--- src/rtl/fetch_bp_pkg.sv ---
// fetch_bp_pkg: shared definitions for the fetch stage and its branch predictor.
//   RESET_PC_DEF / *_IDX_BITS_DEF : default parameter values
//   bht_cnt_e                     : 2-bit saturating counter encodings
//   NOP                           : instruction word forwarded while in reset
//   sat_cnt_next()                : saturating counter step used for training
package fetch_bp_pkg;

  localparam logic [31:0] RESET_PC_DEF     = 32'hBFC0_0000;
  localparam int          BHT_IDX_BITS_DEF = 6;
  localparam int          BTB_IDX_BITS_DEF = 4;

  typedef enum logic [1:0] {
    SNT = 2'b00,  // strongly not-taken
    WNT = 2'b01,  // weakly not-taken (reset value)
    WT  = 2'b10,  // weakly taken
    ST  = 2'b11   // strongly taken
  } bht_cnt_e;

  localparam logic [31:0] NOP = 32'h0000_0000;

  // Step a 2-bit counter toward the observed outcome, clamping at SNT/ST.
  function automatic logic [1:0] sat_cnt_next(input logic [1:0] cnt, input logic taken);
    logic [1:0] nxt;
    nxt = cnt;
    if (taken) begin
      if (cnt != ST) nxt = cnt + 2'd1;
    end else begin
      if (cnt != SNT) nxt = cnt - 2'd1;
    end
    return nxt;
  endfunction

endpackage

--- src/rtl/fetch_bp_branch_predictor.sv ---
// branch_predictor: 2-bit-counter BHT plus direct-mapped BTB.
//   clk, rst_n        : clock, asynchronous active-low reset
//   lookup_pc         : PC being fetched this cycle
//   lookup_cnt        : BHT counter for lookup_pc (pre-update value)
//   lookup_hit        : BTB entry valid and tag matches lookup_pc
//   lookup_target     : BTB target for lookup_pc's index
//   upd_valid         : training strobe (single-cycle valid, no ready: the
//                       predictor always accepts an update in the cycle it is
//                       presented, there is no back-pressure)
//   upd_pc/upd_taken/upd_target : resolved branch PC, outcome and target
module branch_predictor
  import fetch_bp_pkg::*;
#(
  parameter int BHT_IDX_BITS = BHT_IDX_BITS_DEF,
  parameter int BTB_IDX_BITS = BTB_IDX_BITS_DEF
) (
  input  logic        clk,
  input  logic        rst_n,
  input  logic [31:0] lookup_pc,
  output logic [1:0]  lookup_cnt,
  output logic        lookup_hit,
  output logic [31:0] lookup_target,
  input  logic        upd_valid,
  input  logic [31:0] upd_pc,
  input  logic        upd_taken,
  input  logic [31:0] upd_target
);

  localparam int BHT_N = 1 << BHT_IDX_BITS;
  localparam int BTB_N = 1 << BTB_IDX_BITS;
  localparam int TAG_W = 30 - BTB_IDX_BITS;

  logic [1:0]       bht_q       [BHT_N];
  logic [1:0]       bht_d       [BHT_N];
  logic [BTB_N-1:0] btb_valid_q;
  logic [BTB_N-1:0] btb_valid_d;
  logic [TAG_W-1:0] btb_tag_q   [BTB_N];
  logic [TAG_W-1:0] btb_tag_d   [BTB_N];
  logic [31:0]      btb_tgt_q   [BTB_N];
  logic [31:0]      btb_tgt_d   [BTB_N];

  logic [BHT_IDX_BITS-1:0] lk_bht_idx;
  logic [BTB_IDX_BITS-1:0] lk_btb_idx;
  logic [TAG_W-1:0]        lk_tag;
  logic [BHT_IDX_BITS-1:0] up_bht_idx;
  logic [BTB_IDX_BITS-1:0] up_btb_idx;
  logic [TAG_W-1:0]        up_tag;

  // Instructions are word aligned, so the byte-offset bits carry no information.
  logic unused_pc_lsbs;
  assign unused_pc_lsbs = ^{lookup_pc[1:0], upd_pc[1:0]};

  assign lk_bht_idx = lookup_pc[BHT_IDX_BITS+1:2];
  assign lk_btb_idx = lookup_pc[BTB_IDX_BITS+1:2];
  assign lk_tag     = lookup_pc[31:BTB_IDX_BITS+2];
  assign up_bht_idx = upd_pc[BHT_IDX_BITS+1:2];
  assign up_btb_idx = upd_pc[BTB_IDX_BITS+1:2];
  assign up_tag     = upd_pc[31:BTB_IDX_BITS+2];

  // Lookup reads the registered arrays, so a same-cycle update to the same
  // entry is seen only from the following cycle.
  assign lookup_cnt    = bht_q[lk_bht_idx];
  assign lookup_hit    = btb_valid_q[lk_btb_idx] && (btb_tag_q[lk_btb_idx] == lk_tag);
  assign lookup_target = btb_tgt_q[lk_btb_idx];

  always_comb begin
    bht_d       = bht_q;
    btb_valid_d = btb_valid_q;
    btb_tag_d   = btb_tag_q;
    btb_tgt_d   = btb_tgt_q;
    if (upd_valid) begin
      bht_d[up_bht_idx] = sat_cnt_next(bht_q[up_bht_idx], upd_taken);
      // Only taken branches teach the BTB a target.
      if (upd_taken) begin
        btb_valid_d[up_btb_idx] = 1'b1;
        btb_tag_d[up_btb_idx]   = up_tag;
        btb_tgt_d[up_btb_idx]   = upd_target;
      end
    end
  end

  always_ff @(posedge clk or negedge rst_n) begin
    if (!rst_n) begin
      for (int i = 0; i < BHT_N; i++) bht_q[i] <= WNT;
      btb_valid_q <= '0;
    end else begin
      bht_q       <= bht_d;
      btb_valid_q <= btb_valid_d;
    end
  end

  // Tag/target payload needs no reset: an entry is ignored until its valid bit is set.
  always_ff @(posedge clk) begin
    btb_tag_q <= btb_tag_d;
    btb_tgt_q <= btb_tgt_d;
  end

endmodule

--- src/rtl/fetch_bp.sv ---
// fetch_bp: instruction fetch stage with BHT/BTB next-PC prediction.
//   CLK, RESET             : clock, asynchronous active-low reset
//   STALL                  : hold PC (training still applies)
//   FLUSH, Redirect_Addr   : redirect PC; overrides STALL and prediction
//   Instr_address_2IM      : fetch address (= PC)
//   Instr1_fIM             : instruction word returned combinationally
//   Instr1_OUT             : fetched word (NOP while in reset)
//   Instr_PC_OUT           : PC of fetched word
//   Instr_PC_Plus4         : PC + 4 (wraps modulo 2^32)
//   Branch_prediction_OUT  : predicted taken (BTB hit and counter MSB)
//   Branch_predictions_OUT : BHT counter used for the prediction
//   Update_*               : training port from the resolve stage
module fetch_bp
  import fetch_bp_pkg::*;
#(
  parameter logic [31:0] RESET_PC     = RESET_PC_DEF,
  parameter int          BHT_IDX_BITS = BHT_IDX_BITS_DEF,
  parameter int          BTB_IDX_BITS = BTB_IDX_BITS_DEF
) (
  input  logic        CLK,
  input  logic        RESET,
  input  logic        STALL,
  input  logic        FLUSH,
  input  logic [31:0] Redirect_Addr,
  output logic [31:0] Instr_address_2IM,
  input  logic [31:0] Instr1_fIM,
  output logic [31:0] Instr1_OUT,
  output logic [31:0] Instr_PC_OUT,
  output logic [31:0] Instr_PC_Plus4,
  output logic        Branch_prediction_OUT,
  output logic [1:0]  Branch_predictions_OUT,
  input  logic        Update_valid,
  input  logic [31:0] Update_PC,
  input  logic        Update_taken,
  input  logic [31:0] Update_target
);

  logic [31:0] pc_q;
  logic [31:0] pc_d;
  logic [31:0] pc_plus4;
  logic [1:0]  bp_cnt;
  logic        bp_hit;
  logic [31:0] bp_target;
  logic        pred_taken;

  branch_predictor #(
    .BHT_IDX_BITS (BHT_IDX_BITS),
    .BTB_IDX_BITS (BTB_IDX_BITS)
  ) u_bp (
    .clk           (CLK),
    .rst_n         (RESET),
    .lookup_pc     (pc_q),
    .lookup_cnt    (bp_cnt),
    .lookup_hit    (bp_hit),
    .lookup_target (bp_target),
    .upd_valid     (Update_valid),
    .upd_pc        (Update_PC),
    .upd_taken     (Update_taken),
    .upd_target    (Update_target)
  );

  assign pc_plus4   = pc_q + 32'd4;
  assign pred_taken = bp_hit && bp_cnt[1];

  always_comb begin
    pc_d = pc_plus4;
    if (FLUSH)           pc_d = Redirect_Addr;
    else if (STALL)      pc_d = pc_q;
    else if (pred_taken) pc_d = bp_target;
  end

  always_ff @(posedge CLK or negedge RESET) begin
    if (!RESET) pc_q <= RESET_PC;
    else        pc_q <= pc_d;
  end

  // Outputs are combinational; the IF/ID register downstream is the pipeline
  // boundary. While reset is held, a NOP and a not-taken prediction are
  // forced so nothing fetched during reset can look like a live instruction.
  always_comb begin
    Instr_address_2IM      = pc_q;
    Instr_PC_OUT           = pc_q;
    Instr_PC_Plus4         = pc_plus4;
    Instr1_OUT             = RESET ? Instr1_fIM : NOP;
    Branch_prediction_OUT  = RESET && pred_taken;
    Branch_predictions_OUT = RESET ? bp_cnt : WNT;
  end

endmodule
--- config.mk ---
export PLATFORM = sky130hd
export DESIGN_NAME = fetch_bp
export DESIGN_NICKNAME = d
export VERILOG_FILES = /design/src/rtl/fetch_bp_pkg.sv /design/src/rtl/fetch_bp_branch_predictor.sv /design/src/rtl/fetch_bp.sv
export SDC_FILE = /design/constraint.sdc
export NUM_CORES = 1
export LEC_CHECK = 0
export ABC_AREA = 1
export ABC_CLOCK_PERIOD_IN_PS = 7300
export CORE_MARGIN = 2
export CORE_UTILIZATION = 30
export DETAILED_ROUTE_END_ITERATION = 10
export GPL_ROUTABILITY_DRIVEN = 0
export PLACE_DENSITY_LB_ADDON = 0.08
export SETUP_SLACK_MARGIN = 0.2
export SLEW_MARGIN = 15
export SYNTH_ARGS = -nofsm -noshare
export SYNTH_HDL_FRONTEND = slang
export SYNTH_HIERARCHICAL = 1
export SYNTH_SLANG_ARGS = --single-unit
--- constraint.sdc ---
create_clock -name CLK -period 7.3 [get_ports CLK]
set_input_delay 2.19 -clock CLK [delete_from_list [all_inputs] [get_ports CLK]]
set_output_delay 2.19 -clock CLK [all_outputs]
set_load 0.01 [all_outputs]
* Word level (Yosys, flattened, before mapping)
Cells that the tools add are included.
** Cells by class
- Mux-type cells :: 34
- Bitwise logic cells :: 5
- Equality and inequality tests :: 3
- Magnitude comparators :: 9
- Add/subtract/negate cells :: 3
- Reductions and logical operators :: 8
** Operators with widths (count)
- $bwmux W512 :: 1
- $bwmux W416 :: 1
- $mux W32 :: 7
- $bmux W32 S4 :: 1
- $bwmux W128 :: 1
- $demux W32 S4 :: 1
- $bmux W26 S4 :: 1
- $demux W26 S4 :: 1
- $mux W26 :: 3
- $add A32 B3 Y32 const B :: 1
- $eq A26 B26 Y1 :: 1
- $bmux W2 S6 :: 2
- $mux W2 :: 10
- $or A16 B16 Y16 :: 1
- $ge A7 B7 Y1 const B :: 2
- $not A6 Y7 :: 2
- $demux W2 S6 :: 1
- $ge A5 B5 Y1 const B :: 2
- $lt A4 B5 Y1 const B :: 2
- $not A4 Y5 :: 2
- $lt A7 B1 Y1 const B :: 1
- $logic_and A1 B1 Y1 :: 6
- $lt A5 B1 Y1 const B :: 1
- $bmux W1 S4 :: 1
- other kinds (9) :: 10
** Storage, ports and cells
- Input bits :: 134
- Output and inout bits :: 131
- Register bits after elaboration :: 1104
- Logic and storage cells :: 160

* Longest topological paths before layout
Gate-level depths: netlist (run 1).
- Word-level depth :: 10
- Depth in mapped cells :: 22
- Depth with buffers taken out :: 19

* Hierarchy
Netlist (run 1), hierarchy kept.
** Modules (own cells, without submodules)
- branch_predictor :: area an instance 45901.5 µm², cells each 4307, times used 1, sequential area each 31550.3 µm²
- fetch_bp :: area an instance 3072.9 µm², cells each 511, times used 1, sequential area each 812.0 µm²

* Least setup slack after synthesis (run 1)
OpenSTA, ideal clock, no wires.
- Kind :: input port to flip-flop
- From :: input Update_PC[5]
- To :: register u_bp/btb_tag_q[130] (netlist bit), enable pin
- Slack :: 1.394 ns
- Stages :: 5
- Data arrival time :: 5.430 ns
- Data required time :: 6.825 ns
- Buffers on the path :: 1
- Setup time :: 0.475 ns
- Path through :: buf_2 -> inv_1 -> nor2_1 -> nand2_1 -> nor2_1
** RTL lines
- start: declaration :: line fetch_bp.sv:33 : input logic [31:0] Update_PC,
- end signal: assignment :: line fetch_bp_branch_predictor.sv:94 : btb_tag_q <= btb_tag_d;
- end: declaration :: line fetch_bp_branch_predictor.sv:37 : logic [TAG_W-1:0] btb_tag_q [BTB_N];

* Worst setup path after layout (run 1)
- From :: register pc_q[2], in the netlist Instr_PC_OUT[2]
- To :: output Branch_prediction_OUT
** Between the ends
- Elaborated cells on any way between the ends :: 14
- Classes of those cells :: 1 x eq/ne; 8 x mux; 2 x bitwise; 3 x reduce/logical
** RTL lines
- start: declaration :: line fetch_bp.sv:38 : logic [31:0] pc_q;
- start signal: assignment :: line fetch_bp.sv:74 : else pc_q <= pc_d;
- $not A6 Y7 (implied by the code) :: line fetch_bp_branch_predictor.sv:62 : assign lookup_cnt = bht_q[lk_bht_idx];
- $bmux W2 S6 :: line fetch_bp_branch_predictor.sv:62
- $mux W2 (implied by the code) (2 in series) :: line fetch_bp_branch_predictor.sv:62
- net bp_cnt[1] :: line fetch_bp.sv:41 : logic [1:0] bp_cnt;
- $logic_and A1 B1 Y1 :: line fetch_bp.sv:63 : assign pred_taken = bp_hit && bp_cnt[1];
- $logic_and A1 B1 Y1 :: line fetch_bp.sv:85 : Branch_prediction_OUT = RESET && pred_taken;
- end: declaration :: line fetch_bp.sv:30 : output logic Branch_prediction_OUT,
The timed path passes the listed nets, and every way through them passes these cells. The select of a mux whose other input is x is not followed.

==> results.md, run 1 <==
* Post-Synthesis Cells at 4818
* CTS max path bufs at 3
* Post-Syn Nets at 4953
* Total track usage at 0.208
* Crit path max fanout at 51
* IO buf count at 262
* Crit path arrival time at 4670 ps
* First-pass GRT wire length at 252 mm
* Final Max Slew Viols at 0
* P per Cell Area at 271 nW/µm²
* Initial antenna violation count at 17
* Switch share at 0.277
* CTS tree: yes
* Syn_area_per_cell at 10.2 µm²
* Least-Margin Pin Slew at 1070 ps
* Reg-to-reg startpoint: Instr_PC_OUT[2]
* Clock Sinks at 1104
* Comb pwr share at 0.135
* Crit path launch type: register
* Cell Int Power at 11.4 mW
* Leak at 21.6 nW
* Post-CTS Setup Bufs at 0
* Reg2Reg Depth at 13
* Vias at 36104
* Mapped Area at 49000 µm²
* H-tree Lvls at 4
* Worst Hold Class: register to register
* Layout cells sized above 1 at 0.0802
* Post-DR vias/cell at 4.97
* Die area at 166000 µm²
* Die outline width at 408 µm
* CP Capture Point: Branch_prediction_OUT
* Adder-Cell Fraction of Synth Area at 0.000255
* Slew HR at 0.283
* Initial DRC count at 2861
* Peak VDD IR at 0.000210 V
* Height of the die at 408 µm
* Clk slew on worst S/H paths at 50 ps
* Start point of the critical path: Instr_PC_OUT[2]
* Routed WL at 177 mm
* Tmin final at 6860 ps
* IO Count at 265
* Mux contribution to synthesized area at 0
* Status: finished clean
* CP Class: register to output port
* R2R Setup Slk at 2490 ps
* Worst skew pair latency at 770 ps
* Wire length per cell at 24.3 µm
* Worst Setup End Kind: output port
* CTS Buf Count at 133
* Yosys cell types at 35
* Endpoints failing setup at 0
* Largest net degree at the start of global routing at 178
* Xor/xnor cell area share of the yosys netlist at 0.00327
* Max Cap Viol at 0
* Compound-Gate Fraction of Synth Area at 0.0876
* Total Neg Setup Slack at 0 ps
* Final ANT Viol Nets at 0
* DP Wirelength at 98.4 mm
* Fin nets at 5120
* Clock Tree Root: clkbuf_16
* Period utilization at 0.939
* Fin Clk Skew at 41.2 ps
* Core area at 162000 µm²
* Largest family of logic cells by synthesized area: simple AND/OR/NAND/NOR gates
* Clk pwr share at 0.409
* TritonRoute pass-1 iters at 5
* Vias in the first global route at 34255
* Psw at 4.37 mW
* Final Hold Fails at 0
* Row count at 148
* Req. time, crit path at 5110 ps
* Synthesis Warnings at 6
* Worst r2r dst: Instr_PC_OUT[2]
* Simple-Gate Fraction of Synth Area at 0.194
* Register area share after synthesis at 0.661
* GR Overflow Total at 0
* Initial Utilization at 0.302
* Area grow syn2layout at 18.7%
* FMAX at 146 MHz
* Final hold slack at 457 ps
* RSZ-0062 raised after global routing: no
* Number of synthesized register bits at 1104
* # DRC at 0
* Number of hold buffers added after cts at 0
* Flop pwr share at 0.457
power by group through the flow:
stage | clock network (mW) | registers (mW) | logic (mW)
3_3_place_gp | 0 | 7.32 | 2.14
6_report | 6.44 | 7.19 | 2.12
3_5_place_dp | 0 | 7.32 | 2.14
4_1_cts | 6.61 | 7.20 | 2.15
5_1_grt | 6.84 | 7.21 | 2.32
2_1_floorplan | 0 | 7.24 | 1.20
logic make-up (layout without fill, tap and decap cells):
| kind of cell | after synthesis | after routing |
|---|---|---|
| buf+inv | 616 | 885 |
| fa+ha+maj | 1 | 1 |
| xor+xnor | 14 | 14 |
| other cells | 0 | 5 |
| flops | 1104 | 1104 |
| simple gates | 2358 | 2358 |
| compound gates | 725 | 725 |
layout by cell type (no fill, tap or decap), types with 8 or more instances in the layout:
cell type        synthesis  final
clkbuf_16                0    135
xor2_1                   9      9
a21oi_1                 40     40
inv_1                  298    296
nand3_1                364    363
clkdlybuf4s50_1          0    259
or2_2                   15     15
buf_12                   0     26
o211ai_1                70     70
nand4_1                  9      9
edfxtp_1               928    928
clkinv_1                 2     16
nor3_1                   8      8
o221ai_1               111    111
clkinv_2                 0     17
dfstp_2                 73     73
nor2_1                 605    588
buf_4                   44     53
nor2_4                   9     25
o21ai_0                450    450
dfrtp_1                103     99
clkbuf_1               163     44
nand2_1               1329   1329
o22ai_1                 45     45
state kept, by name, indices dropped and copies added (netlist names):
register	cells
Instr_PC_OUT	32
u_bp/bht_q	128
u_bp/btb_tag_q	416
u_bp/btb_tgt_q	512
u_bp/btb_valid_q	16
metal layers:
layer / share of wire / track usage
met2: 0.45 / 0.325
met3: 0.064 / 0.0415
met1: 0.46 / 0.296
met4: 0.017 / 0.0455
met5: 0.00036 / 0
worst min path at each step:
stage | start | to | slack, ps | depth (start not counted)
after global placement | u_bp/btb_valid_q[3] | u_bp/btb_valid_q[3] | 440 | 2
final | u_bp/btb_valid_q[9] | u_bp/btb_valid_q[9] | 460 | 2
after floorplan | u_bp/btb_valid_q[0] | u_bp/btb_valid_q[0] | 430 | 2
after global routing | u_bp/btb_valid_q[9] | u_bp/btb_valid_q[9] | 470 | 2
after detailed placement | u_bp/btb_valid_q[6] | u_bp/btb_valid_q[6] | 450 | 2
after CTS | u_bp/btb_valid_q[6] | u_bp/btb_valid_q[6] | 460 | 2
Yosys cell counts:
cell | number | area, µm²
dfstp_2 | 73 | 1920
xor2_1 | 9 | 78.8
nor3_1 | 8 | 40.0
buf_1 | 13 | 48.8
nor2_2 | 5 | 31.3
nand2_1 | 1329 | 4990
o21bai_1 | 3 | 22.5
o211ai_1 | 70 | 526
dfrtp_1 | 103 | 2580
nand3b_1 | 3 | 22.5
clkbuf_1 | 163 | 612
ha_1 | 1 | 12.5
inv_1 | 298 | 1120
nand2_4 | 3 | 33.8
o21ai_0 | 450 | 2250
buf_4 | 44 | 330
nand4_1 | 9 | 56.3
inv_2 | 5 | 18.8
o22ai_1 | 45 | 282
nand2_2 | 6 | 37.5
o21ai_1 | 5 | 25.0
edfxtp_1 | 928 | 27900
nor2_1 | 605 | 2270
nor2_4 | 9 | 101
o2111ai_1 | 1 | 8.76
a21oi_1 | 40 | 200
xor2_2 | 5 | 81.3
nand3_1 | 364 | 1820
buf_2 | 82 | 410
buf_6 | 8 | 90.1
o221ai_1 | 111 | 972
or2_2 | 15 | 93.8
clkbuf_2 | 1 | 5.00
clkinv_1 | 2 | 7.51
and2_1 | 2 | 12.5
repair_timing:
item,CTS,global route
gates cloned,0,0
endpoints found under the setup margin,1,1
gates resized for setup,1,4
worst max-delay path: stages (launching register included):
cell	delay (ps)
dfrtp_4	520
buf_4	560
buf_4	440
o21ai_0	160
o22ai_1	210
nor2_1	70
o221ai_1	380
nand3_1	220
nand2_1	270
nand2_1	270
nor2_1	170
clkdlybuf4s50_1	550
metrics by stage:
step / cells / worst slack (ps) / total power [mW] / util / instance area (µm²)
after floorplan: 4818 / 1390 / 8.44 / - / 49000
after global placement: 7025 / 979 / 9.46 / 0.332 / 53900
after detailed placement: 7025 / 1010 / 9.46 / 0.332 / 53900
after CTS: 7262 / 328 / 16.0 / 0.358 / 58100
after global routing: 7264 / 266 / 16.4 / 0.358 / 58100
final: 7267 / 445 / 15.8 / 0.358 / 58100
final cells by class:
type	count	area, µm²
antenna	5	12.5
clock buffer	185	3630
clock inverter	52	559
fill	16302	104000
inverter	305	1180
multi-input combinational	3098	14100
sequential	1104	32400
tap	2175	2720
timing repair buffer	343	3560
No activity file was read; power rests on OpenSTA's default activity.
==> run 2, diff against run 1 <==
CORE_MARGIN = 5   (was 2)
CTS_CLUSTER_SIZE = 8   (was default)
==> results.md, run 2 (synthesis results as in run 1) <==
* Biggest register: u_bp/btb_tgt_q
* Core area at 163000 µm²
* IO Count at 265
* CTS tree: yes
* Final core occ at 0.361
* RSZ-0062 raised after global routing: no
* CP Class: register to output port
* CP Capture Point: Branch_prediction_OUT
* DP Wirelength at 101 mm
* Req. time, crit path at 5110 ps
* Most frequent cells in the layout: nand2_1 (1329), edfxtp_1 (928), nor2_1 (588)
* Fin nets at 5156
* Vias in the first global route at 35239
* Die outline width at 414 µm
* Leak at 21.8 nW
* P per Cell Area at 277 nW/µm²
* Final ANT Viol Nets at 0
* H-tree Lvls at 4
* Top flop regs: u_bp/btb_tgt_q: 512 flops, u_bp/btb_tag_q: 416 flops, u_bp/bht_q: 128 flops
* Worst Setup End Kind: output port
* Initial DRC count at 2751
* Slew HR at 0.259
* Vias at 36148
* Clock Sinks at 1104
* GR Overflow Total at 0
* Initial antenna violation count at 14
* Worst r2r dst: Instr_PC_OUT[2]
* Max Cap Viol at 0
* Crit path launch type: register
* Area taken by multi-input logic gates at 14100 µm²
* Tmin final at 6890 ps
* WP buf/inv at 3
* Least-Margin Pin Slew at 1110 ps
* Clock Tree Root: clkbuf_16
* Post-DR vias/cell at 4.97
* First-pass GRT wire length at 261 mm
* IO buf count at 262
* FMAX at 145 MHz
* R2R Setup Slk at 2960 ps
* Crit-path slowest cell: dfrtp_4
* Period utilization at 0.944
* Start point of the critical path: Instr_PC_OUT[3]
* Layout cells sized above 1 at 0.0820
* Height of the die at 414 µm
* Crit path arrival time at 4700 ps
* Crit-path max cell delay at 650 ps
* Endpoints failing setup at 0
* Crit path max fanout at 56
* Peak VDD IR at 0.000217 V
* Worst skew pair latency at 800 ps
* Reg2Reg Depth at 18
* Clk slew on worst S/H paths at 50 ps
* Initial Utilization at 0.301
* Most common cell after layout, fill and taps aside: nand2_1
* Die area at 171000 µm²
* Register area at 32400 µm²
* Largest delay share family, worst path: simple AND/OR/NAND/NOR gates
* Area grow syn2layout at 19.7%
* Total track usage at 0.207
* Status: finished clean
* Critical-path cell list: clkinv_8 > buf_4 > nor2_1 > o21ai_0 > nand3_1 > nand3_1 > nand3_1 > nand2_1 > nor2_1 > nand2_1 > nor2_1 > nand2_1 > nor2_1 > nand2_1 > nor2_2 > clkdlybuf4s50_1
* CTS max path bufs at 3
* Fin Clk Skew at 61.3 ps
* Final Max Slew Viols at 0
* Total Neg Setup Slack at 0 ps
* # DRC at 0
* Worst Hold Class: register to register
* WP depth at 16
* TritonRoute pass-1 iters at 5
* Routed WL at 183 mm
* Reg-to-reg startpoint: Instr_PC_OUT[3]
* Largest net degree at the start of global routing at 191
* CTS Buf Count at 157
* Wire length per cell at 25.1 µm
* Max reg flops at 512
* Fillers at 16376
* Row count at 148
* Final Hold Fails at 0
[run 2: layout make-up]
class                           instances  share of cell area
Antenna cell                            7            0.000299
Clock buffer                          218              0.0713
Clock inverter                         16             0.00606
Inverter                              305              0.0201
Multi-Input combinational cell       3098               0.240
Sequential cell                      1104               0.552
Tap cell                             2175              0.0464
Timing Repair Buffer                  355              0.0632
[run 2: how the worst min path moves through the flow]
stage                          from                    to  slack (ps)  cells after the start
6_report       u_bp/btb_valid_q[15]  u_bp/btb_valid_q[15]         460                      2
5_1_grt        u_bp/btb_valid_q[11]  u_bp/btb_valid_q[11]         480                      2
4_1_cts         u_bp/btb_valid_q[9]   u_bp/btb_valid_q[9]         460                      2
3_5_place_dp    u_bp/btb_valid_q[9]   u_bp/btb_valid_q[9]         450                      2
3_3_place_gp   u_bp/btb_valid_q[15]  u_bp/btb_valid_q[15]         440                      2
2_1_floorplan   u_bp/btb_valid_q[0]   u_bp/btb_valid_q[0]         430                      2
[run 2: routing by layer]
metal / global-route usage / vias up / wire, µm
met5: 0 / - / 11
met4: 0.0705 / 2 / 6140
met3: 0.0292 / 291 / 7610
met2: 0.363 / 951 / 91900
met1: 0.262 / 18090 / 77100
li1: - / 16814 / -
[run 2: where the power goes]
group          leakage, nW  total (mW)  internal [mW]  switching, mW
sequential            10.4        7.19           7.04          0.156
combinational         9.22        2.18          0.677           1.51
clock                 2.17        6.84           4.01           2.84
[run 2: repair_timing]
| action | 4_1_cts | 5_1_grt |
|---|---|---|
| hold buffers | 0 | 0 |
| setup buffers | 0 | 1 |
| setup endpoints to repair | 1 | 1 |
| pin swaps | 0 | 0 |
| gates resized for setup | 1 | 2 |
[run 2: worst register-to-register path, stage by stage (launching register included)]
cell       delay, ps
dfrtp_4          650
clkinv_8         320
buf_4            430
nor2_1           110
o21ai_0          100
nand3_1          110
nand3_1          180
nand3_1          200
nand2_1           70
nor2_1           100
nand2_1           60
nor2_1            90
nand2_1          120
nor2_1           290
nand2_1          160
nand2_1          300
inv_1            570
nand2_1          200
o2111ai_1        110
[run 2: through the flow]
| step | hold slack (ps) | instance area [µm²] | std cells | total power, mW | worst slack, ps |
|---|---|---|---|---|---|
| 2_1_floorplan | 428 | 49000 | 4818 | 8.44 | 1390 |
| 3_3_place_gp | 439 | 54000 | 7036 | 9.51 | 965 |
| 3_5_place_dp | 450 | 54000 | 7036 | 9.51 | 1010 |
| 4_1_cts | 463 | 58600 | 7270 | 16.4 | 202 |
| 5_1_grt | 476 | 58600 | 7274 | 16.9 | 266 |
| 6_report | 460 | 58600 | 7278 | 16.2 | 410 |
